`src/rtl/responder_round_ctrl.sv`:
```
// rtl/responder_round_ctrl.sv - quiz responder round controller
// First-press arbitration, BCD answer countdown, winner latch and buzzer pulse.
module responder_round_ctrl #(
    parameter int NUM_PLAYERS = 8,
    parameter int TICK_DIV    = 50000000,
    parameter int TIME_INIT   = 30,
    parameter int BUZZ_CYCLES = 1000
) (
    input  logic                   CLK,
    input  logic                   RSTn,
    input  logic                   Host_Start,
    input  logic                   Host_Clear,
    input  logic [NUM_PLAYERS-1:0] Player_Key,
    output logic [3:0]             Player_Number,
    output logic [3:0]             TimerH,
    output logic [3:0]             TimerL,
    output logic                   Buzzer,
    output logic                   Round_Active,
    output logic                   Foul
);
    localparam int NIN = NUM_PLAYERS + 2;
    localparam int TW  = (TICK_DIV > 2) ? $clog2(TICK_DIV) : 1;
    localparam int BW  = (BUZZ_CYCLES > 1) ? $clog2(BUZZ_CYCLES + 1) : 1;
    localparam logic [TW-1:0] TICK_LAST = TW'(TICK_DIV - 1);
    localparam logic [BW-1:0] BUZZ_LAST = BW'(BUZZ_CYCLES - 1);
    localparam logic [3:0]    INIT_H    = 4'(TIME_INIT / 10);
    localparam logic [3:0]    INIT_L    = 4'(TIME_INIT % 10);

    typedef enum logic [2:0] {IDLE, ARMED, ANSWER, TIMEOUT, FOUL} state_t;

    // Input vector layout: {clear, start, keys}
    logic [NIN-1:0] sync0_q, sync1_q, prev_q, event_q;

    always_ff @(posedge CLK or negedge RSTn) begin
        if (!RSTn) begin
            sync0_q <= '0;
            sync1_q <= '0;
            prev_q  <= '0;
            event_q <= '0;
        end else begin
            sync0_q <= {Host_Clear, Host_Start, Player_Key};
            sync1_q <= sync0_q;
            prev_q  <= sync1_q;
            event_q <= sync1_q & ~prev_q;
        end
    end

    logic                   clear_ev, start_ev;
    logic [NUM_PLAYERS-1:0] key_ev;
    logic [3:0]             winner;

    assign {clear_ev, start_ev, key_ev} = event_q;

    always_comb begin
        winner = '0;
        for (int i = NUM_PLAYERS - 1; i >= 0; i--) begin
            if (key_ev[i]) winner = 4'(i + 1);
        end
    end

    state_t        state_q, state_d;
    logic [3:0]    pn_q, pn_d, th_q, th_d, tl_q, tl_d;
    logic [TW-1:0] tick_q, tick_d;
    logic [BW-1:0] buzz_cnt_q, buzz_cnt_d;
    logic          buzz_q, buzz_d, act_q, act_d, foul_q, foul_d;
    logic          alarm;

    always_comb begin
        state_d    = state_q;
        pn_d       = pn_q;
        th_d       = th_q;
        tl_d       = tl_q;
        tick_d     = tick_q;
        buzz_d     = buzz_q;
        buzz_cnt_d = buzz_cnt_q;
        alarm      = 1'b0;

        if (buzz_q) begin
            if (buzz_cnt_q == '0) buzz_d = 1'b0;
            else                  buzz_cnt_d = buzz_cnt_q - 1'b1;
        end

        if (clear_ev) begin
            state_d    = IDLE;
            pn_d       = '0;
            th_d       = INIT_H;
            tl_d       = INIT_L;
            tick_d     = '0;
            buzz_d     = 1'b0;
            buzz_cnt_d = '0;
        end else begin
            case (state_q)
                IDLE: begin
                    if (|key_ev) begin
                        state_d = FOUL;
                        pn_d    = winner;
                        alarm   = 1'b1;
                    end else if (start_ev) begin
                        state_d = ARMED;
                        tick_d  = '0;
                    end
                end
                ARMED: begin
                    // A key press on the tick cycle wins and freezes the timer.
                    if (|key_ev) begin
                        state_d = ANSWER;
                        pn_d    = winner;
                        alarm   = 1'b1;
                    end else if (tick_q == TICK_LAST) begin
                        tick_d = '0;
                        if (tl_q == 4'd0) begin
                            tl_d = 4'd9;
                            th_d = th_q - 1'b1;
                        end else begin
                            tl_d = tl_q - 1'b1;
                        end
                        if (th_q == 4'd0 && tl_q == 4'd1) begin
                            state_d = TIMEOUT;
                            alarm   = 1'b1;
                        end
                    end else begin
                        tick_d = tick_q + 1'b1;
                    end
                end
                default: ;
            endcase
        end

        if (alarm) begin
            buzz_d     = 1'b1;
            buzz_cnt_d = BUZZ_LAST;
        end

        act_d  = (state_d == ARMED);
        foul_d = (state_d == FOUL);
    end

    always_ff @(posedge CLK or negedge RSTn) begin
        if (!RSTn) begin
            state_q    <= IDLE;
            pn_q       <= '0;
            th_q       <= INIT_H;
            tl_q       <= INIT_L;
            tick_q     <= '0;
            buzz_q     <= 1'b0;
            buzz_cnt_q <= '0;
            act_q      <= 1'b0;
            foul_q     <= 1'b0;
        end else begin
            state_q    <= state_d;
            pn_q       <= pn_d;
            th_q       <= th_d;
            tl_q       <= tl_d;
            tick_q     <= tick_d;
            buzz_q     <= buzz_d;
            buzz_cnt_q <= buzz_cnt_d;
            act_q      <= act_d;
            foul_q     <= foul_d;
        end
    end

    assign Player_Number = pn_q;
    assign TimerH        = th_q;
    assign TimerL        = tl_q;
    assign Buzzer        = buzz_q;
    assign Round_Active  = act_q;
    assign Foul          = foul_q;
endmodule
```
`config.mk`:
```
export PLATFORM = sky130hd
export DESIGN_NAME = responder_round_ctrl
export DESIGN_NICKNAME = d
export VERILOG_FILES = /design/src/rtl/responder_round_ctrl.sv
export SDC_FILE = /design/constraint.sdc
export NUM_CORES = 1
export LEC_CHECK = 0
export ABC_AREA = 1
export CORE_ASPECT_RATIO = 1.4
export CORE_UTILIZATION = 50
export DETAILED_ROUTE_END_ITERATION = 16
export DONT_BUFFER_PORTS = 1
export PLACE_DENSITY = 0.75
export SETUP_SLACK_MARGIN = 0.1
export SLEW_MARGIN = 10
export SYNTH_ARGS = -nofsm -noshare
export SYNTH_HDL_FRONTEND = slang
export SYNTH_SLANG_ARGS = --single-unit
```
`constraint.sdc`:
```
create_clock -name CLK -period 1.7 [get_ports CLK]
set_input_delay 0.425 -clock CLK [delete_from_list [all_inputs] [get_ports CLK]]
set_output_delay 0.425 -clock CLK [all_outputs]
set_load 0.02 [all_outputs]
```
==> results.md, run 1 <==
* Status: finished with violations
* Violated checks: negative hold slack, negative setup slack
* Max-slew violation count at 0
* Antenna Nets Post-Route at 0
* Die Wd at slightly above 80 µm
* CTS tree: yes
* GRT overflow at 0
* Top cells by area, synth: dfrtp_1 (51%), nand2_1 (10%), nor2_1 (6.7%)
* Crit path launch type: flip-flop
* Final RePlAce weighted congestion at 0.9085
* Worst EP arrival at around 1.9 ns
* Later-pin clock latency in the skew report at 0.35 ns
* Final Util at 0.6899
* Total Neg Setup Slack at -0.003639 ns
* Syn Inst Count at between 500 and 600
* Slew Limit Headroom at 0.7331
* Dpl hpwl at 6790 µm
* Reg power frac at 0.448
* Leakage power at 2.835 nW
* Clock slew at reported path FFs at about 0.07 ns
* Crit end category: flip-flop
* Critical path class: flip-flop to flip-flop
* Slowest stage cell, crit path: dfrtp_1
* Post-Route WL at between 10,000 and 15,000 µm
* Die area at 9436 µm²
* Maxcap violations at 0
* Non-filler cells in the finished layout at 730
* Most frequent cells after synthesis: nand2_1 (122), dfrtp_1 (92), nor2_1 (81)
* Via count at 3,889
* Netlist Area Pre-Place at 4523 µm²
* Crit share post-route at 1.002
* Final nets at roughly 640
* First-pass GRT wire length at 16,280 µm
* Power Dens Cells at 1001 nW/µm²
* Post-Synthesis Net Count at 555
* Final instance area at ~6000 µm²
* RSZ-0062 raised after global routing: yes
* Clock share of power at 0.341
* Logic pwr share at 0.211
* DRC Markers at 0
* Syn. warnings at 0
* Minimum clock period after layout at 1.704 ns
* Family with the most delay on the worst path: simple AND/OR/NAND/NOR gates
* Largest net degree at the start of global routing at 95
* Core Area at 8658 µm²
* Clock Tree Root: clkbuf_16
* Num CTS Buffers at 9
* WP data required at 1.93 ns
* Initial Utilization at 0.5224
* Synth area leader: dfrtp_1
* Vias in the first global route at 3,724
* Crit path buf inv count at 4
* Peak supply drop at 948.8 µV
* Worst-Margin Slew at 0.3985 ns
* Post-synth cell types at 39
* Fin Hold WS at -0.2398 ns
* H-tree depth at 3
* Sw Pwr at 0.001935 W
* Int Pwr at 0.004046 W
* Buffers on Ports at 0
* Setup violations, final at 1
* Count leader, synth: nand2_1
* Post-synth EDFFs at 0
* Vias/cell at 5.327
* Dpl cell area at 4947 µm²
* Clk sinks at 94
* DRT Pass-1 Iters at 6
* Initial antenna violation count at 0
* Syn-to-layout area delta at 32.06%
* Clk_skew at 0.008119 ns
* Peak Freq at 587.0 MHz
* Num rows at 40
* Fraction of registers with async set/reset at 1.000
* Critical path cell sequence: nor2_2, nand2_2, nor2_4, nand2_4, nand2_8, buf_6, buf_6, nand2_8, inv_4, buf_12, nor3_2
* Final hold violation count at 94
* Overall Global Routing Usage at 0.2313
* Syn_area_per_cell at 8.392 µm²
* Post-synthesis sequential area ratio at 0.5206
* Fin worst setup slack at -0.003639 ns
* Post-synth top area share at 0.5090
* 1st-iter DRT viols at roughly 230
* Primary FF master, synth: dfrtp_1
* HP Class: input port to async pin
* Yosys reg bits at 94
* Pre-CTS setup slack at -0.07491 ns
* DR WL/cell at 15.15 µm
* Switching part of the total at 0.3235
* Clock Path Buffers at 2
* N_diodes at 0
* Num ports at 27
* Die height at 114.5 µm
* Layout fillers at about 600
* Layout cells sized above 1 at 0.3696
* Placed Cells at 681
* Slowest cell delay on critical path at 0.39 ns
* Crit Path Max Fanout at 8
## layer usage
metal	GRT usage	vias to the layer above	wire, µm
li1	-	1867	-
met1	0.2694	1842	4081
met2	0.3945	132	5924
met3	0.03267	48	482
met4	0.1380	0	568
met5	0	-	0
## registers in the layout (all words and copies together) (netlist names)
signal	count
tick_q	26
sync1_q	10
Round_Active	1
Player_Number	4
prev_q	10
TimerL	4
sync0_q	10
buzz_cnt_q	10
state_q	3
Buzzer	1
TimerH	4
Foul	1
event_q	10
## area by class of cell
| type | count | area, µm² | area share |
|---|---|---|---|
| flip-flops and latches | 94 | 2356 | 0.3944 |
| multi-input cells | 363 | 2237 | 0.3745 |
| repair buffers | 76 | 641.9 | 0.1075 |
| inverters | 76 | 297.8 | 0.04985 |
| clock buffers | 9 | 225.2 | 0.03770 |
| well taps | 105 | 131.4 | 0.02199 |
| clock inverters | 7 | 83.83 | 0.01403 |
## per-stage QoR
stage                     total power [W]  hold WS [ns]
final                            0.005981       -0.2398
after detailed placement         0.003761        0.1315
after global routing             0.006295       -0.2509
after global placement           0.003703        0.1331
after CTS                        0.005866       -0.2470
after floorplan                  0.003472        0.1294
## timing repair
| item | CTS | global route |
|---|---|---|
| gates cloned | 0 | 1 |
| buffers inserted | 15 | 17 |
| hold endpoints to repair | 94 | 94 |
| endpoints found under the setup margin | 31 | 49 |
| pin swaps | 15 | 47 |
| gates resized for setup | 23 | 117 |
## power groups by stage
stage               clock network, W  logic, W  registers, W
floorplan                          0  0.000733       0.00274
global placement                   0   0.00100       0.00270
detailed placement                 0   0.00105       0.00271
CTS                          0.00208   0.00112       0.00267
global route                 0.00217   0.00142       0.00271
finish                       0.00204   0.00126       0.00268
## cell usage in the layout, fill, tap and decap left out, types with 3 or more instances in the layout
cell type and n:
nand3_4 4, a21oi_2 4, o21ai_2 6, nor3_2 8, o21bai_1 3, buf_12 3, xor2_1 12, o21ai_0 10
inv_2 13, o21ai_1 6, clkbuf_16 9, nor2_1 54, ha_2 3, buf_4 64, nand4_1 14, or2_2 3
nand2_4 8, nor2_4 19, nand3_1 23, dfrtp_1 91, nor3_1 9, nor2_2 22, inv_1 58, buf_6 9
inv_8 3, nand2_1 95, xnor2_1 3, nand2_2 28, nand3_2 7, inv_4 5, a21oi_1 8
## kinds of logic (layout without fill, tap and decap cells)
kind of cell             after synthesis  in the layout  share of synthesized area
AO/OA/AOI/OAI                         42             42                    0.05145
XOR/XNOR                              15             15                    0.02905
adder cells (fa/ha/maj)                4              4                    0.01107
buffers and inverters                 82            168                    0.07330
flip-flops                            94             94                     0.5206
AND/OR/NAND/NOR                      302            302                     0.3145
## worst register-to-register path, delay by kind of cell (launching register included)
kind | cells | cell delay [ns]
buffers and inverters | 4 | 0.45
DFF | 1 | 0.39
and+or+nand+nor | 7 | 0.72
## path summary, 6_finish.rpt
path,start,to,slack (ns),cells past startpoint
hold / removal,RSTn,tick_q[22]$_DFFE_PN0P_,-0.24,0
max in group asynchronous,RSTn,TimerH[1]$_DFFE_PN1P_,1.71,0
min in group CLK,Player_Key[1],sync0_q[1]$_DFF_PN0_,0.09,0
setup reg to reg,event_q[6]$_DFF_PN0_,tick_q[4]$_DFFE_PN0P_,-0.004,11
hold reg to reg,sync0_q[8]$_DFF_PN0_,sync1_q[8]$_DFF_PN0_,0.35,0
setup / recovery,event_q[6]$_DFF_PN0_,tick_q[4]$_DFFE_PN0P_,-0.004,11
(Power assumes the default switching activity.)
==> run 2: changes to the inputs <==
--- a/config.mk
+++ b/config.mk
@@ -5,7 +5,6 @@
 export SDC_FILE = /design/constraint.sdc
 export NUM_CORES = 1
 export LEC_CHECK = 0
-export ABC_AREA = 1
 export CORE_ASPECT_RATIO = 1.4
 export CORE_UTILIZATION = 50
 export DETAILED_ROUTE_END_ITERATION = 16
==> results.md, run 2 <==
* First-pass GRT wire length at 17,680 µm (+8.6%)
* Dpl cell area at 5105 µm² (+3.2%)
* Netlist Area Pre-Place at 4222 µm² (-6.7%)
* Buffers on Ports at 0 (unchanged)
* Num CTS Buffers at 9 (unchanged)
* Post-synthesis xor/xnor area fraction at 0.01452 (-0.01452)
* Clock Path Buffers at 2 (unchanged)
* Syn_area_per_cell at 10.69 µm² (+27%)
* WP data required at 1.95 ns (+0.02 ns)
* Largest net degree at the start of global routing at 95 (unchanged)
* Vias in the first global route at 3,767 (+1.2%)
* Family with the most delay on the worst path: simple AND/OR/NAND/NOR gates
* End of the critical path: tick_q[18]$_DFFE_PN0P_
* Num rows at 39 (-2.5%)
* Largest family of logic cells by synthesized area: simple AND/OR/NAND/NOR gates
* Status: finished with violations
* Die area at 8820 µm² (-6.5%)
* Yosys reg bits at 94 (unchanged)
* Overall Global Routing Usage at 0.2639 (+0.03257)
* Vias/cell at 6.421 (+21%)
* Antenna Nets Post-Route at 0 (unchanged)
* Minimum clock period after layout at 2.286 ns (+0.5828 ns)
* Most frequent cells after synthesis: dfrtp_1 (92), a21oi_1 (25), nand3_1 (25)
* Leakage power at 2.654 nW (-6.4%)
* Post-Synthesis Net Count at 411 (-26%)
* Fin Hold WS at -0.2373 ns (+0.002416 ns)
* Syn Inst Count at 395 (-27%)
* CTS tree: yes
* GRT overflow at 0 (unchanged)
* Via count at 4,013 (+3.2%)
* Post-synth EDFFs at 0 (unchanged)
* Placed Cells at 579 (-15%)
* Dpl hpwl at 6578 µm (-3.1%)
* Fin worst setup slack at -0.5865 ns (-0.5828 ns)
* Setup violations, final at 53 (+52)
* Clock Tree Root: clkbuf_16
* Most frequent cells in the layout: buf_4 (103), dfrtp_1 (92), nand2_1 (21), nor2_1 (20)
* Maxcap violations at 0 (unchanged)
* Largest Register: tick_q
* Core Area at 8198 µm² (-5.3%)
* Max-slew violation count at 0 (unchanged)
* HP Class: input port to async pin
* Post-synthesis compound-gate area fraction at 0.1432 (+0.09170)
* Post-synth top area share at 0.5453 (+0.03636)
* RSZ-0062 raised after global routing: yes
* Synth area leader: dfrtp_1
* Worst-Margin Slew at 0.5634 ns (+0.1649 ns)
* 1st-iter DRT viols at 408 (+76%)
* Fraction of registers with async set/reset at 1.000 (unchanged)
* Reg2Reg Depth at 7 (-4)
* Final instance area at 6123 µm² (+2.5%)
* Critical path cell sequence: or4_4, buf_6, nor4_4, o21a_4, buf_8, a41oi_1, a31oi_1
* Peak supply drop at 796.4 µV (-16%)
* Post-Route WL at 13,210 µm (+20%)
* CP Depth at 7 (-4)
* Crit path buf inv count at 2 (-2)
* Worst EP arrival at 2.54 ns (+0.61 ns)
* Adder-Cell Fraction of Synth Area at 0.01186 (+0.0007904)
* Final RePlAce weighted congestion at 0.8854 (-2.5%)
* Clk_skew at 0.009785 ns (+0.001667 ns)
* Simple-Gate Fraction of Synth Area at 0.2211 (-0.09342)
* Final nets at 534 (-16%)
* Syn. warnings at 0 (unchanged)
* Pwr Total at 0.005535 W (-7.5%)
* DRT Pass-1 Iters at 5 (-1)
* Peak Freq at 437.4 MHz (-25%)
* Critical path class: flip-flop to flip-flop
* Syn-to-layout area delta at 45.05%
* H-tree depth at 3 (unchanged)
* Max reg flops at 26 (unchanged)
* CP startpoint: event_q[2]$_DFF_PN0_
* Critical R2R Launch: event_q[2]$_DFF_PN0_
* Later-pin clock latency in the skew report at 0.35 ns (about the same)
* Slowest cell delay on critical path at 0.53 ns (+0.14 ns)
* Primary FF master, synth: dfrtp_1
* Crit share post-route at 1.345 (+0.3428)
* Layout cells sized above 1 at 0.4226 (+0.05296)
* Die height at 110.7 µm (-3.3%)
* Most common cell after layout, fill and taps aside: buf_4
* Mux share of post-synthesis cell area at 0.009781 (+0.009781)
* Clock slew at reported path FFs at 0.07 ns (about the same)
* Initial antenna violation count at 0 (unchanged)
* Count leader, synth: dfrtp_1
* DRC Markers at 0 (unchanged)
* Slowest stage cell, crit path: or4_4
* Slew Limit Headroom at 0.6215 (-0.1117)
* Worst R2R End: tick_q[18]$_DFFE_PN0P_
* Non-filler cells in the finished layout at 625 (-14%)
* Post-synth cell types at 61 (+56%)
* Final hold violation count at 94 (unchanged)
* Violated checks: negative hold slack, negative setup slack
* Initial Utilization at 0.5150 (-0.007442)
* R2R setup slack at -0.59 ns (-0.58 ns)
* N_diodes at 0 (unchanged)
* Power Dens Cells at 904.0 nW/µm² (-9.7%)
* Crit path launch type: flip-flop
* Top cells by area, synth: dfrtp_1 (55%), a31oi_1 (3.3%), a21oi_1 (3.0%)
* Post-synthesis sequential area ratio at 0.5578 (+0.03719)
* Clk sinks at 94 (unchanged)
* DR WL/cell at 21.14 µm (+40%)
* Num ports at 27 (unchanged)
* Crit end category: flip-flop
* Die Wd at 79.66 µm (-3.3%)
* Crit Path Max Fanout at 7 (-1)
-- run 2: metal layers --
metal | share of wire | global-route usage
met5 | 0 | 0
met4 | 0.056 | 0.1697
met3 | 0.065 | 0.05597
met2 | 0.51 | 0.4399
met1 | 0.37 | 0.2992
-- run 2: worst min-delay path by stage --
stage	end	cells after the start	slack, ns	startpoint
floorplan	Buzzer$_DFF_PN0_	0	0.13	RSTn
global placement	buzz_cnt_q[8]$_DFFE_PN0P_	0	0.13	RSTn
detailed placement	buzz_cnt_q[8]$_DFFE_PN0P_	0	0.13	RSTn
CTS	buzz_cnt_q[8]$_DFFE_PN0P_	0	-0.24	RSTn
global route	buzz_cnt_q[7]$_DFFE_PN0P_	0	-0.25	RSTn
finish	buzz_cnt_q[7]$_DFFE_PN0P_	0	-0.24	RSTn
-- run 2: worst register-to-register path: stages, from the launching register on --
cell     delay, ns
dfrtp_1       0.38
or4_4         0.53
buf_6         0.15
nor4_4        0.36
o21a_4        0.24
buf_8         0.14
a41oi_1       0.15
a31oi_1       0.23
-- run 2: repair_timing --
item / in CTS / in global routing
gates resized for setup: 38 / 49
buffers inserted: 13 / 15
endpoints found under the setup margin: 53 / 53
pin swaps: 26 / 30
hold endpoints to repair: 94 / 94
gates cloned: 2 / 4
-- run 2: power breakdown --
part	internal, W	switching, W	total, W
Sequential	0.00241	0.000144	0.00255
Clock	0.00115	0.000898	0.00205
Combinational	0.000444	0.000491	0.000934
-- run 2: kinds of logic (layout without fill, tap and decap cells) --
group | after synthesis | count (layout)
DFF | 94 | 94
adders and majority gates | 4 | 4
muxes | 4 | 4
AOI/OAI and AO/OA | 95 | 95
buffers and inverters | 30 | 158
xor gates and xnor gates | 7 | 7
and+or+nand+nor | 161 | 161
-- run 2: cell type report --
class	count	area, µm²
clock inverter	6	68.82
timing repair buffer	132	1184
clock buffer	10	229.0
fill	475	2074
multi-input combinational	271	2122
tap	102	127.6
sequential	94	2355
inverter	10	37.54
-- run 2: stage by stage --
| step | util | hold slack, ns | worst slack [ns] | setup TNS (ns) |
|---|---|---|---|---|
| after floorplan | - | 0.1294 | -0.5642 | -14.58 |
| after detailed placement | 0.6227 | 0.1312 | -0.4952 | -17.73 |
| final | 0.7469 | -0.2373 | -0.5865 | -23.60 |
| after global placement | 0.6227 | 0.1311 | -0.4176 | -15.86 |
| after CTS | 0.6989 | -0.2364 | -0.4554 | -17.01 |
| after global routing | 0.7469 | -0.2518 | -0.7083 | -26.07 |
==> run 3: changes to the inputs <==
--- a/config.mk
+++ b/config.mk
@@ -6,10 +6,10 @@
 export NUM_CORES = 1
 export LEC_CHECK = 0
 export CORE_ASPECT_RATIO = 1.4
-export CORE_UTILIZATION = 50
+export CORE_UTILIZATION = 55
 export DETAILED_ROUTE_END_ITERATION = 16
 export DONT_BUFFER_PORTS = 1
-export PLACE_DENSITY = 0.75
+export PLACE_DENSITY = 0.8
 export SETUP_SLACK_MARGIN = 0.1
 export SLEW_MARGIN = 10
 export SYNTH_ARGS = -nofsm -noshare
==> constraint.sdc (replaced) <==
create_clock -name CLK -period 2.8 [get_ports CLK]
set_input_delay 0.7 -clock CLK [delete_from_list [all_inputs] [get_ports CLK]]
set_output_delay 0.7 -clock CLK [all_outputs]
set_load 0.02 [all_outputs]
==> results.md, run 3 (synthesis results as in run 2) <==
* Status: complete, no violations
* DRT Pass-1 Iters at 5 (unchanged)
* Final instance area at 4498 µm² (-27%)
* CTS tree: yes
* 1st-iter DRT viols at 320 (-22%)
* # resized after CTS at 0 (-100%)
* Crit share post-route at 0.8989 (-0.4461)
* GR Util met1 at 0.2711 (-0.02808)
* Fin worst setup slack at 0.2831 ns (+0.8696 ns)
* Final nets at 410 (-23%)
* First-pass GRT wire length at 14,240 µm (-19%)
* Die Wd at 76.05 µm (-4.5%)
* Area of the multi-input gates at 1690 µm² (-20%)
* Worst-Margin Slew at 0.9372 ns (+0.3737 ns)
* Die area at 8035 µm² (-8.9%)
* Critical path class: flip-flop to flip-flop
* Buffers on Ports at 0 (unchanged)
* Clock Tree Root: clkbuf_8
* Initial Utilization at 0.5699 (+0.05498)
* Num ports at 27 (unchanged)
* Peak Freq at 397.3 MHz (-9.2%)
* Max reg flops at 26 (unchanged)
* Power Dens Cells at 647.7 nW/µm² (-28%)
* Crit end category: flip-flop
* H-tree depth at 3 (unchanged)
* DR WL/cell at 16.78 µm (-21%)
* Largest net degree at the start of global routing at 95 (unchanged)
* Maxcap violations at 0 (unchanged)
* Dpl hpwl at 5505 µm (-16%)
* Num CTS Buffers at 9 (unchanged)
* Minimum clock period after layout at 2.517 ns (+0.2304 ns)
* Peak supply drop at 481.9 µV (-39%)
* DRC Markers at 0 (unchanged)
* WP data required at 3.08 ns (+1.13 ns)
* Post-Route WL at 8288 µm (-37%)
* Num rows at 37 (-5.1%)
* N_diodes at 0 (unchanged)
* Core Area at 7407 µm² (-9.6%)
* GRT met2 Usage at 0.3643 (-0.07560)
* Layout cells sized above 1 at 0.09572 (-0.3268)
* Via count at 3,157 (-21%)
* Crit Path Max Fanout at 7 (unchanged)
* Most frequent cells in the layout: dfrtp_1 (92), nand3_1 (25), a21oi_1 (25), a31oi_1 (22)
* Leakage power at 1.850 nW (-30%)
* Grt peak-use layer: met2
* Initial antenna violation count at 0 (unchanged)
* Non-filler cells in the finished layout at 494 (-21%)
* Clk sinks at 94 (unchanged)
* Clock Path Buffers at 2 (unchanged)
* Setup violations, final at 0 (-100%)
* Most common cell after layout, fill and taps aside: dfrtp_1
* Die height at 105.7 µm (-4.6%)
* Worst EP arrival at 2.80 ns (+0.26 ns)
* Antenna Nets Post-Route at 0 (unchanged)
* Largest Register: tick_q
* Syn-to-layout area delta at 6.550%
* Crit path launch type: flip-flop
* GRT overflow at 0 (unchanged)
* # hold bufs at CTS at 0
* Max-slew violation count at 0 (unchanged)
* Later-pin clock latency in the skew report at 0.36 ns (about the same)
* Pre-CTS setup slack at 0.2970 ns (+0.7922 ns)
* Setup Buffers After CTS at 0 (-13)
* Grt met3 use at 0.05887 (+0.002907)
* HP Class: input port to async pin
* Clk_skew at 0.01417 ns (+0.004381 ns)
* Vias in the first global route at 3,141 (-17%)
* Layout fillers at 601 (+27%)
* Overall Global Routing Usage at 0.2245 (-0.03939)
* Reg area at 2355 µm² (unchanged)
* RSZ-0062 raised after global routing: no
* Vias/cell at 6.391 (-0.47%)
* Final RePlAce weighted congestion at 0.9111 (+2.9%)
* Placed Cells at 479 (-17%)
* Slew Limit Headroom at 0.3723 (-0.2492)
* Total Neg Setup Slack at 0 ns (+23.60 ns)
* Dpl cell area at 4257 µm² (-17%)
* Clock slew at reported path FFs at 0.09 ns (+0.02 ns)
* Final hold violation count at 0 (-100%)
run 3: worst max-delay path: stages, from the launching register on:
cell and delay (ns):
dfrtp_1 0.41, or4_1 0.69, nor3_1 0.44, nand4_1 0.32, or3_1 0.43, a21oi_1 0.15
run 3: where the power goes:
group | internal (W) | switching, W | total, W | leakage, nW
Clock | 0.000589 | 0.000453 | 0.00104 | 0.116
Sequential | 0.00146 | 0.000108 | 0.00157 | 1.20
Combinational | 0.000134 | 0.000169 | 0.000303 | 0.537
Total | 0.00218 | 0.000730 | 0.00291 | 1.85
run 3: stage by stage:
step,hold WS (ns),total power (W),util
global route,0.002025,0.003035,0.6073
global placement,0.3317,0.001876,0.5747
detailed placement,0.3347,0.001894,0.5747
floorplan,0.3312,0.001823,-
finish,0.02035,0.002913,0.6073
CTS,0.003918,0.002935,0.6059
run 3: routing by layer:
layer,up-vias,wire length [µm]
met3,32,483
met5,-,0
li1,1462,-
met1,1530,3385
met2,133,4147
met4,0,272
run 3: final cells by class:
class,instances,share of cell area
Sequential cell,94,0.5235
Clock buffer,9,0.02754
Inverter,10,0.008345
Clock inverter,5,0.02392
Timing Repair Buffer,8,0.01391
Tap cell,97,0.02698
Multi-Input combinational cell,271,0.3758
run 3: path summary, 6_finish.rpt:
check,startpoint,endpoint,slack (ns),cells after the start
hold / removal,RSTn,buzz_cnt_q[0]$_DFFE_PN0P_,0.02,0
max in group asynchronous,RSTn,Player_Number[3]$_DFFE_PN0P_,1.81,1
min in group CLK,sync0_q[7]$_DFF_PN0_,sync1_q[7]$_DFF_PN0_,0.35,0
setup reg to reg,event_q[4]$_DFF_PN0_,TimerH[3]$_DFFE_PN0P_,0.28,5
setup / recovery,event_q[4]$_DFF_PN0_,TimerH[3]$_DFFE_PN0P_,0.28,5
hold reg to reg,sync0_q[7]$_DFF_PN0_,sync1_q[7]$_DFF_PN0_,0.35,0
